--- config.mk ---
export PLATFORM = sky130hd
export DESIGN_NAME = shift_reg_pipo
export DESIGN_NICKNAME = d
export VERILOG_FILES = /design/src/rtl/shift_reg_pipo_pkg.sv /design/src/rtl/shift_reg_pipo_stage.sv /design/src/rtl/shift_reg_pipo.sv
export SDC_FILE = /design/constraint.sdc
export NUM_CORES = 1
export LEC_CHECK = 0
export BUFFER_PORTS_ARGS = -buffer_cell sky130_fd_sc_hd__buf_2
export CORE_AREA = 3 3 40 42
export CTS_CLUSTER_DIAMETER = 150
export DETAILED_ROUTE_END_ITERATION = 10
export DIE_AREA = 0 0 43 45
export HOLD_SLACK_MARGIN = 0.06
export PLACE_DENSITY = 0.35
export SYNTH_ARGS = -nofsm -noshare
export SYNTH_HDL_FRONTEND = slang
export SYNTH_SLANG_ARGS = --single-unit
--- constraint.sdc ---
create_clock -name clk -period 0.8 [get_ports clk]
set_input_delay 0.04 -clock clk [delete_from_list [all_inputs] [get_ports clk]]
set_output_delay 0.04 -clock clk [all_outputs]
set_load 0.01 [all_outputs]
--- src/rtl/shift_reg_pipo_pkg.sv ---
// Shared default constants for the parallel-in/parallel-out register family.
package shift_reg_pipo_pkg;

    localparam int unsigned PIPO_WIDTH_DEF = 8;
    localparam int unsigned PIPO_DEPTH_DEF = 1;

endpackage : shift_reg_pipo_pkg

--- src/rtl/shift_reg_pipo_stage.sv ---
// pipo_stage: one WIDTH-bit register with asynchronous active-high reset.
module pipo_stage
    import shift_reg_pipo_pkg::*;
#(
    parameter int unsigned           WIDTH       = PIPO_WIDTH_DEF,
    parameter logic [WIDTH-1:0]      RESET_VALUE = '0
) (
    input  logic             clk,
    input  logic             reset,
    input  logic [WIDTH-1:0] d,
    output logic [WIDTH-1:0] q
);

    logic [WIDTH-1:0] data_d;
    logic [WIDTH-1:0] data_q;

    // Next-state: capture the whole input bus unchanged on every edge.
    always_comb begin
        data_d = d;
    end

    // Storage flop; reset forces RESET_VALUE immediately, without a clock.
    always_ff @(posedge clk or posedge reset) begin
        if (reset) begin
            data_q <= RESET_VALUE;
        end else begin
            data_q <= data_d;
        end
    end

    assign q = data_q;

endmodule : pipo_stage

--- src/rtl/shift_reg_pipo.sv ---
// shift_reg_pipo: parallel-in/parallel-out register, optionally chained into
// a DEPTH-cycle delay line. q is driven straight from the last stage flops.
module shift_reg_pipo
    import shift_reg_pipo_pkg::*;
#(
    parameter int unsigned           WIDTH       = PIPO_WIDTH_DEF,
    parameter int unsigned           DEPTH       = PIPO_DEPTH_DEF,
    parameter logic [WIDTH-1:0]      RESET_VALUE = '0
) (
    input  logic             clk,
    input  logic             reset,
    input  logic [WIDTH-1:0] d,
    output logic [WIDTH-1:0] q
);

    // stage_out[i] is the output of stage i; stage 0 takes d.
    logic [WIDTH-1:0] stage_out [DEPTH];

    for (genvar i = 0; i < DEPTH; i++) begin : g_stage
        if (i == 0) begin : g_first
            pipo_stage #(
                .WIDTH       (WIDTH),
                .RESET_VALUE (RESET_VALUE)
            ) u_stage (
                .clk   (clk),
                .reset (reset),
                .d     (d),
                .q     (stage_out[i])
            );
        end else begin : g_chain
            pipo_stage #(
                .WIDTH       (WIDTH),
                .RESET_VALUE (RESET_VALUE)
            ) u_stage (
                .clk   (clk),
                .reset (reset),
                .d     (stage_out[i-1]),
                .q     (stage_out[i])
            );
        end
    end

    assign q = stage_out[DEPTH-1];

endmodule : shift_reg_pipo

==> out/results.ini, run 1 <==
[outcome]
status = finished, final reports clean

[pwr]
seqPwrFrac_pct = 53.3
leakage_nw = 0.2168
power_frac_clock_pct = 35.2
power.internal_mw = 0.6537
p_total_mw = 0.8084
vdd_drop_max_mv = 0.7449
switchingPower_mw = 0.1546
p_sw_share_pct = 19.13
pwr-share-comb_pct = 11.5
powerDensity_nw_per_um2 = 1923

[synthesis]
syn_nets = 19
yosys.area.top_type = dfrtp_1
syn_area_per_cell_um2 = 22.66
netlist_instances = 9
synth_area_um2 = 203.9
synth.area.top_cells = dfrtp_1 98%, inv_1 1.8%
yosys.area.top_type_share_pct = 98.16
synth_cell_types = 2
seq_area_frac_synth_pct = 98.16
ys_warn_count = 0
synth.ff_latch_count = 8

[placement]
placed_area_um2 = 307.8
pre_cts_ws_ps = 276.5
place_congestion = 0.6681
port_buffers = 17
dp_hpwl_um = 338.5

[sta]
setup_violations = 0
relSlewSlack_pct = 80.29
fmax_ghz = 1.284
final_hold_viol_count = 0
final.period_utilization_pct = 97.38
hold_slack_ps = 278.3
finalMaxSlewViolations = 0
setup_ws_ps = 20.93
rsz0062_at_grt = yes
min_period_ps = 779.1
setup-tns-final_ps = 0
tightestPinTransition_ps = 295.4

[final_layout]
layout_common_cells = 17 x buf_2, 9 x dlygate4sd3_1, 8 x dfrtp_1
antennaDiodeCount = 0
nets = 50
final_common_cell = buf_2
num-fill-cells = 122
num-multi-input-gates = 0
final_area_um2 = 420.4
seqCellArea_um2 = 200.2
largest_register_ffs = 8
multi_input_area_um2 = 0
drive_gt1_share_pct = 52.63
area_delta_synth_final_pct = 106.1

[critical_path]
crit_end = q[4]
slowest_delay_ps = 360
path_max_fanout = 1
crit_path_end_kind = output pin
worst_ep_arrival_time_ps = 740
cp_top_family = flip-flops
critPathLaunch = g_stage[0].g_first.u_stage.q[4]$_DFF_PP0_
path_depth = 1
path_cells = buf_2
critPathBufInv = 1
critPathLaunchType = flip-flop
cp.required_ps = 760
cp_slowest_cell = dfrtp_1
timing_worst_setup_path_type = reg2out

[grt]
antenna_found_initial = 0
gr-total-overflow = 0
grt_pass1_vias = 199
grt_pass1_wl_um = 800
grt.total_usage_pct = 6.549
grt_max_degree = 9

[clock_network]
cts_setup_buffers = 0
clockBufferDepth = 2
cts_made_buffers = 3
clk_pin_slew_ps = 50
cts_root_buf = clkbuf_4
clock-sinks = 8
cts_tree = yes
cts-htree-levels = 1

[route]
antenna_left = 0
via_count = 174
wl_um = 471
viasPerCell = 3.283
drc_errors = 0
initialDrtViolationCount = 0
firstDrtPassIters = 1
wl_per_cell_um = 8.887

[die]
start_util_pct = 15.87
rows = 13
die-area_um2 = 1935
ios = 18
die_h_um = 45
fp.dieW_um = 43
coreArea_um2 = 1285

[run]
drv_cap = 0

[worst_hold_path]
min_path_type = in2async

## Yosys cell counts
master   number
dfrtp_1       8
inv_1         1
## worst min-delay path by stage
stage	from	depth (start not counted)	endpoint
after global placement	reset	2	g_stage[0].g_first.u_stage.q[7]$_DFF_PP0_
after detailed placement	reset	2	g_stage[0].g_first.u_stage.q[7]$_DFF_PP0_
after global routing	reset	3	g_stage[0].g_first.u_stage.q[4]$_DFF_PP0_
final	reset	3	g_stage[0].g_first.u_stage.q[1]$_DFF_PP0_
after floorplan	reset	1	g_stage[0].g_first.u_stage.q[0]$_DFF_PP0_
after CTS	reset	3	g_stage[0].g_first.u_stage.q[7]$_DFF_PP0_
## through the flow
stage | instances | util (%)
finish | 53 | 32.72
floorplan | 9 | -
global route | 53 | 32.72
global placement | 41 | 23.95
CTS | 53 | 32.72
detailed placement | 41 | 23.95
## power by group through the flow
stage | logic [mW] | clock network [mW] | registers (mW)
after floorplan | 0.00631 | 0 | 0.449
after global placement | 0.0606 | 0 | 0.436
after detailed placement | 0.0617 | 0 | 0.437
after CTS | 0.0955 | 0.308 | 0.430
after global routing | 0.103 | 0.354 | 0.431
final | 0.0933 | 0.285 | 0.430
## layout make-up
class                 count  share of cell area, %
Timing Repair Buffer     26                  41.67
Tap cell                 15                  4.464
Inverter                  1                 0.8929
Clock buffer              3                  5.357
Sequential cell           8                  47.62
## cell families after synthesis
logic type	Yosys count	synth area share (%)
buffers and inverters	1	1.839
flip-flops	8	98.16
## routing by layer
metal / global-route usage, % / wire [um] / vias up
li1: - / - / 85
met2: 9.281 / 197 / 17
met3: 7.570 / 84 / 0
met1: 5.432 / 189 / 72
met4: 3.614 / 0 / 0
met5: 0 / 0 / -
## what timing repair did
item | 4_1_cts | 5_1_grt
resized for setup | 0 | 0
setup endpoints to repair | 0 | 8
hold buffers | 9 | 0
hold endpoints to repair | 16 | 0
Power figures use the tool's default switching activity.
==> inputs of run 2 (changes only) <==
--- a/config.mk
+++ b/config.mk
@@ -5,13 +5,14 @@
 export SDC_FILE = /design/constraint.sdc
 export NUM_CORES = 1
 export LEC_CHECK = 0
+export ABC_CLOCK_PERIOD_IN_PS = 800
 export BUFFER_PORTS_ARGS = -buffer_cell sky130_fd_sc_hd__buf_2
 export CORE_AREA = 3 3 40 42
 export CTS_CLUSTER_DIAMETER = 150
 export DETAILED_ROUTE_END_ITERATION = 10
 export DIE_AREA = 0 0 43 45
 export HOLD_SLACK_MARGIN = 0.06
-export PLACE_DENSITY = 0.35
+export PLACE_DENSITY_LB_ADDON = 0.12
 export SYNTH_ARGS = -nofsm -noshare
 export SYNTH_HDL_FRONTEND = slang
 export SYNTH_SLANG_ARGS = --single-unit
==> run 2 against run 1 <==
Routed wire length grew 9.1%. Clock power grew 3%. Highest routed layer unchanged. Global-route usage grew 0.60 points. Largest power group unchanged. Flip-flop and latch count is the same. Critical path depth is the same. Cell count is the same. Largest cell class unchanged.
==> out/results.ini, run 2 (synthesized netlist as in run 1, its figures left out) <==
[die]
rows = 13
ios = 18
coreArea_um2 = 1285
die-area_um2 = 1935
fp.dieW_um = 43
die_h_um = 45
start_util_pct = 15.87

[placement]
port_buffers = 17
place_congestion = 0.7102
dp_hpwl_um = 370.7
placed_cells = 41

[final_layout]
multi_input_area_um2 = 0
antennaDiodeCount = 0
nets = 50
largest_register_ffs = 8
fin_cells = 53
layout_common_cells = 16 x buf_2, 9 x dlygate4sd3_1, 8 x dfrtp_1
final_common_cell = buf_2
drive_gt1_share_pct = 52.63
num-fill-cells = 137
area_delta_synth_final_pct = 109.2
seqCellArea_um2 = 200.2
num-multi-input-gates = 0

[pwr]
vdd_drop_max_mv = 0.9068
leakage_nw = 0.2189
powerDensity_nw_per_um2 = 1923

[clock_network]
cts_tree = yes
cts_root_buf = clkbuf_4
cts-htree-levels = 1
cts_made_buffers = 3
clock-sinks = 8
clk_pin_slew_ps = 50
clockBufferDepth = 2

[outcome]
status = finished, final reports clean

[sta]
rsz0062_at_grt = yes
fmax_ghz = 1.289
setup_violations = 0
relSlewSlack_pct = 79.49
final_hold_viol_count = 0
setup-tns-final_ps = 0
tightestPinTransition_ps = 307.3
final.period_utilization_pct = 97.00
min_period_ps = 776.0
finalMaxSlewViolations = 0

[critical_path]
path_max_fanout = 1
critPathBufInv = 1
cp.required_ps = 760
timing_worst_setup_path_type = reg2out
path_cells = buf_2
cp_slowest_cell = dfrtp_1
crit_path_end_kind = output pin
worst_ep_arrival_time_ps = 740
cp_top_family = flip-flops
slowest_delay_ps = 360
path_depth = 1
critPathLaunchType = flip-flop

[route]
via_count = 177
drc_errors = 0
wl_um = 514
firstDrtPassIters = 1
viasPerCell = 3.340
initialDrtViolationCount = 0
wl_per_cell_um = 9.698
antenna_left = 0

[grt]
grt.total_usage_pct = 7.149
grt_pass1_wl_um = 883
gr-total-overflow = 0
grt_pass1_vias = 209
grt_max_degree = 9
antenna_found_initial = 0

[run]
drv_cap = 0

[worst_hold_path]
min_path_type = in2async

## run 2: cell counts in the layout (fill, tap and decap cells not counted)
No cell type changed its count.
## run 2: how the worst max path moves through the flow
stage	from	slack [ps]	to
2_1_floorplan	g_stage[0].g_first.u_stage.q[0]$_DFF_PP0_	380	q[0]
3_3_place_gp	g_stage[0].g_first.u_stage.q[5]$_DFF_PP0_	290	q[5]
3_5_place_dp	g_stage[0].g_first.u_stage.q[2]$_DFF_PP0_	280	q[2]
4_1_cts	g_stage[0].g_first.u_stage.q[5]$_DFF_PP0_	4	q[5]
5_1_grt	g_stage[0].g_first.u_stage.q[5]$_DFF_PP0_	-30	q[5]
6_report	g_stage[0].g_first.u_stage.q[5]$_DFF_PP0_	20	q[5]
## run 2: layout make-up
cell class / count / area share [%]
tap: 15 / 4.399
timing repair buffer: 26 / 42.52
sequential: 8 / 46.92
clock buffer: 3 / 5.279
inverter: 1 / 0.8798
## run 2: routing by layer
layer	vias up	GRT usage, %	wire length [um]
li1	86	-	-
met1	75	6.203	191
met2	16	9.581	215
met3	0	8.765	108
met4	0	3.614	0
met5	-	0	0
## run 2: report_power, final
part	switching [mW]	internal [mW]	leakage [nW]	total, mW
registers	0.00483	0.426	0.0932	0.431
logic	0.0362	0.0606	0.112	0.0968
clock network	0.122	0.171	0.0138	0.293
total	0.163	0.657	0.219	0.820
## run 2: repair_timing
action,CTS,global route
endpoints found under the hold margin,16,0
endpoints found under the setup margin,0,8
gates resized for setup,0,1
setup buffers,0,0
hold buffers,9,0
## run 2: metrics by stage
stage | setup slack [ps] | hold slack [ps] | total power [mW] | utilization [%] | instance area (um^2)
detailed placement | 282.2 | -1.118 | 0.4995 | 23.95 | 307.8
global placement | 288.4 | -6.144 | 0.4976 | 23.95 | 307.8
finish | 24.02 | 278.9 | 0.8203 | 33.20 | 426.7
CTS | 3.560 | 277.5 | 0.8438 | 32.72 | 420.4
floorplan | 384.4 | -144.3 | 0.4557 | - | 203.9
global route | -33.20 | 279.8 | 0.8850 | 33.20 | 426.7
==> inputs of run 3 (changes only) <==
--- a/config.mk
+++ b/config.mk
@@ -5,7 +5,7 @@
 export SDC_FILE = /design/constraint.sdc
 export NUM_CORES = 1
 export LEC_CHECK = 0
-export ABC_CLOCK_PERIOD_IN_PS = 800
+export ABC_CLOCK_PERIOD_IN_PS = 900
 export BUFFER_PORTS_ARGS = -buffer_cell sky130_fd_sc_hd__buf_2
 export CORE_AREA = 3 3 40 42
 export CTS_CLUSTER_DIAMETER = 150
==> constraint.sdc (replaced) <==
create_clock -name clk -period 0.9 [get_ports clk]
set_input_delay 0.045 -clock clk [delete_from_list [all_inputs] [get_ports clk]]
set_output_delay 0.045 -clock clk [all_outputs]
set_load 0.01 [all_outputs]
==> run 3 against run 2 <==
Sequential share of layout area up 0.70 points. Sequential power down 11%. Critical path depth did not move. Combinational power is 14% lower. Cell area decreased by 1.5%. Worst hold slack better by 5.0 ps. Critical endpoint unchanged. Largest cell class unchanged.
==> out/results.ini, run 3 (synthesized netlist as in run 1, its figures left out) <==
[route]
initialDrtViolationCount = 0
wl_per_cell_um = 9.642
antenna_left = 0
via_count = 177
firstDrtPassIters = 1
wl_um = 511
viasPerCell = 3.340
drc_errors = 0

[grt]
antenna_found_initial = 0
grt_pass1_wl_um = 876
grt_pass1_vias = 210
gr-total-overflow = 0
grt_max_degree = 9
grt.total_usage_pct = 7.149

[final_layout]
final_common_cell = buf_2
nets = 50
area_delta_synth_final_pct = 106.1
final_area_um2 = 420.4
largest_register_ffs = 8
antennaDiodeCount = 0
final_core_util_pct = 32.72
drive_gt1_share_pct = 52.63
num-multi-input-gates = 0
multi_input_area_um2 = 0
layout_common_cells = 17 x buf_2, 9 x dlygate4sd3_1, 8 x dfrtp_1

[sta]
relSlewSlack_pct = 79.51
min_period_ps = 780.8
final_hold_viol_count = 0
setup-tns-final_ps = 0
setup_violations = 0
tightestPinTransition_ps = 306.9
finalMaxSlewViolations = 0
final.period_utilization_pct = 86.75
rsz0062_at_grt = no
fmax_ghz = 1.281
setup_ws_ps = 119.2

[pwr]
power.internal_mw = 0.5814
powerDensity_nw_per_um2 = 1726
power_frac_clock_pct = 35.8
pwr-share-comb_pct = 11.5
seqPwrFrac_pct = 52.7
switchingPower_mw = 0.1444
p_sw_share_pct = 19.89
p_total_mw = 0.7257
vdd_drop_max_mv = 0.8060
leakage_nw = 0.2168

[critical_path]
critPathLaunchType = flip-flop
cp_slowest_cell = dfrtp_1
crit_end = q[5]
critPathBufInv = 1
timing_worst_setup_path_type = reg2out
slowest_delay_ps = 360
worst_ep_arrival_time_ps = 740
path_max_fanout = 1
path_cells = buf_2
path_depth = 1
cp.required_ps = 850
cp_top_family = flip-flops
critPathLaunch = g_stage[0].g_first.u_stage.q[5]$_DFF_PP0_
crit_path_end_kind = output pin

[clock_network]
cts_setup_buffers = 0
clock-sinks = 8
cts-htree-levels = 1
cts_made_buffers = 3
clockBufferDepth = 2
clk_pin_slew_ps = 50
cts_tree = yes
cts_root_buf = clkbuf_4

[placement]
pre_cts_ws_ps = 377.2
port_buffers = 17
dp_hpwl_um = 370.7
place_congestion = 0.7102
placed_area_um2 = 307.8

[run]
drv_cap = 0

[die]
fp.dieW_um = 43
die_h_um = 45
ios = 18
rows = 13
die-area_um2 = 1935
start_util_pct = 15.87
coreArea_um2 = 1285

[outcome]
status = finished, final reports clean

[worst_hold_path]
min_path_type = in2async

## run 3: per-layer routing
metal	GRT usage, %	part of all wire (%)	vias up
met2	9.581	42	16
met1	6.203	37	75
li1	-	-	86
met5	0	0	-
met4	3.614	0	0
met3	8.765	21	0
## run 3: how the worst min path moves through the flow
| stage | from | end | depth (start not counted) |
|---|---|---|---|
| 3_5_place_dp | reset | g_stage[0].g_first.u_stage.q[6]$_DFF_PP0_ | 2 |
| 3_3_place_gp | reset | g_stage[0].g_first.u_stage.q[6]$_DFF_PP0_ | 2 |
| 6_report | reset | g_stage[0].g_first.u_stage.q[7]$_DFF_PP0_ | 3 |
| 5_1_grt | reset | g_stage[0].g_first.u_stage.q[7]$_DFF_PP0_ | 3 |
| 4_1_cts | reset | g_stage[0].g_first.u_stage.q[7]$_DFF_PP0_ | 3 |
| 2_1_floorplan | reset | g_stage[0].g_first.u_stage.q[0]$_DFF_PP0_ | 1 |
## run 3: timing repair
| item | CTS | global route |
|---|---|---|
| hold endpoints to repair | 16 | 0 |
| hold buffers | 9 | 0 |
| gates resized for setup | 0 | 0 |
## run 3: per-stage QoR
step                      instances  hold WS, ps
after floorplan                   9       -139.3
after global placement           41       -1.144
after detailed placement         41        3.882
after CTS                        53        282.5
after global routing             53        284.8
final                            53        283.9
## run 3: final cells by class
cell class	instances	area, um^2
clock buffers	3	22.52
flip-flops and latches	8	200.2
repair buffers	26	175.2
well taps	15	18.77
fillers	138	864.6
inverters	1	3.754
## run 3: power groups by stage
stage                     Clock (mW)  Sequential, mW  Combinational [mW]
after floorplan                    0           0.399             0.00561
after global placement             0           0.388              0.0544
after detailed placement           0           0.388              0.0556
after CTS                      0.282           0.382              0.0861
after global routing           0.307           0.384              0.0931
final                          0.260           0.382              0.0835
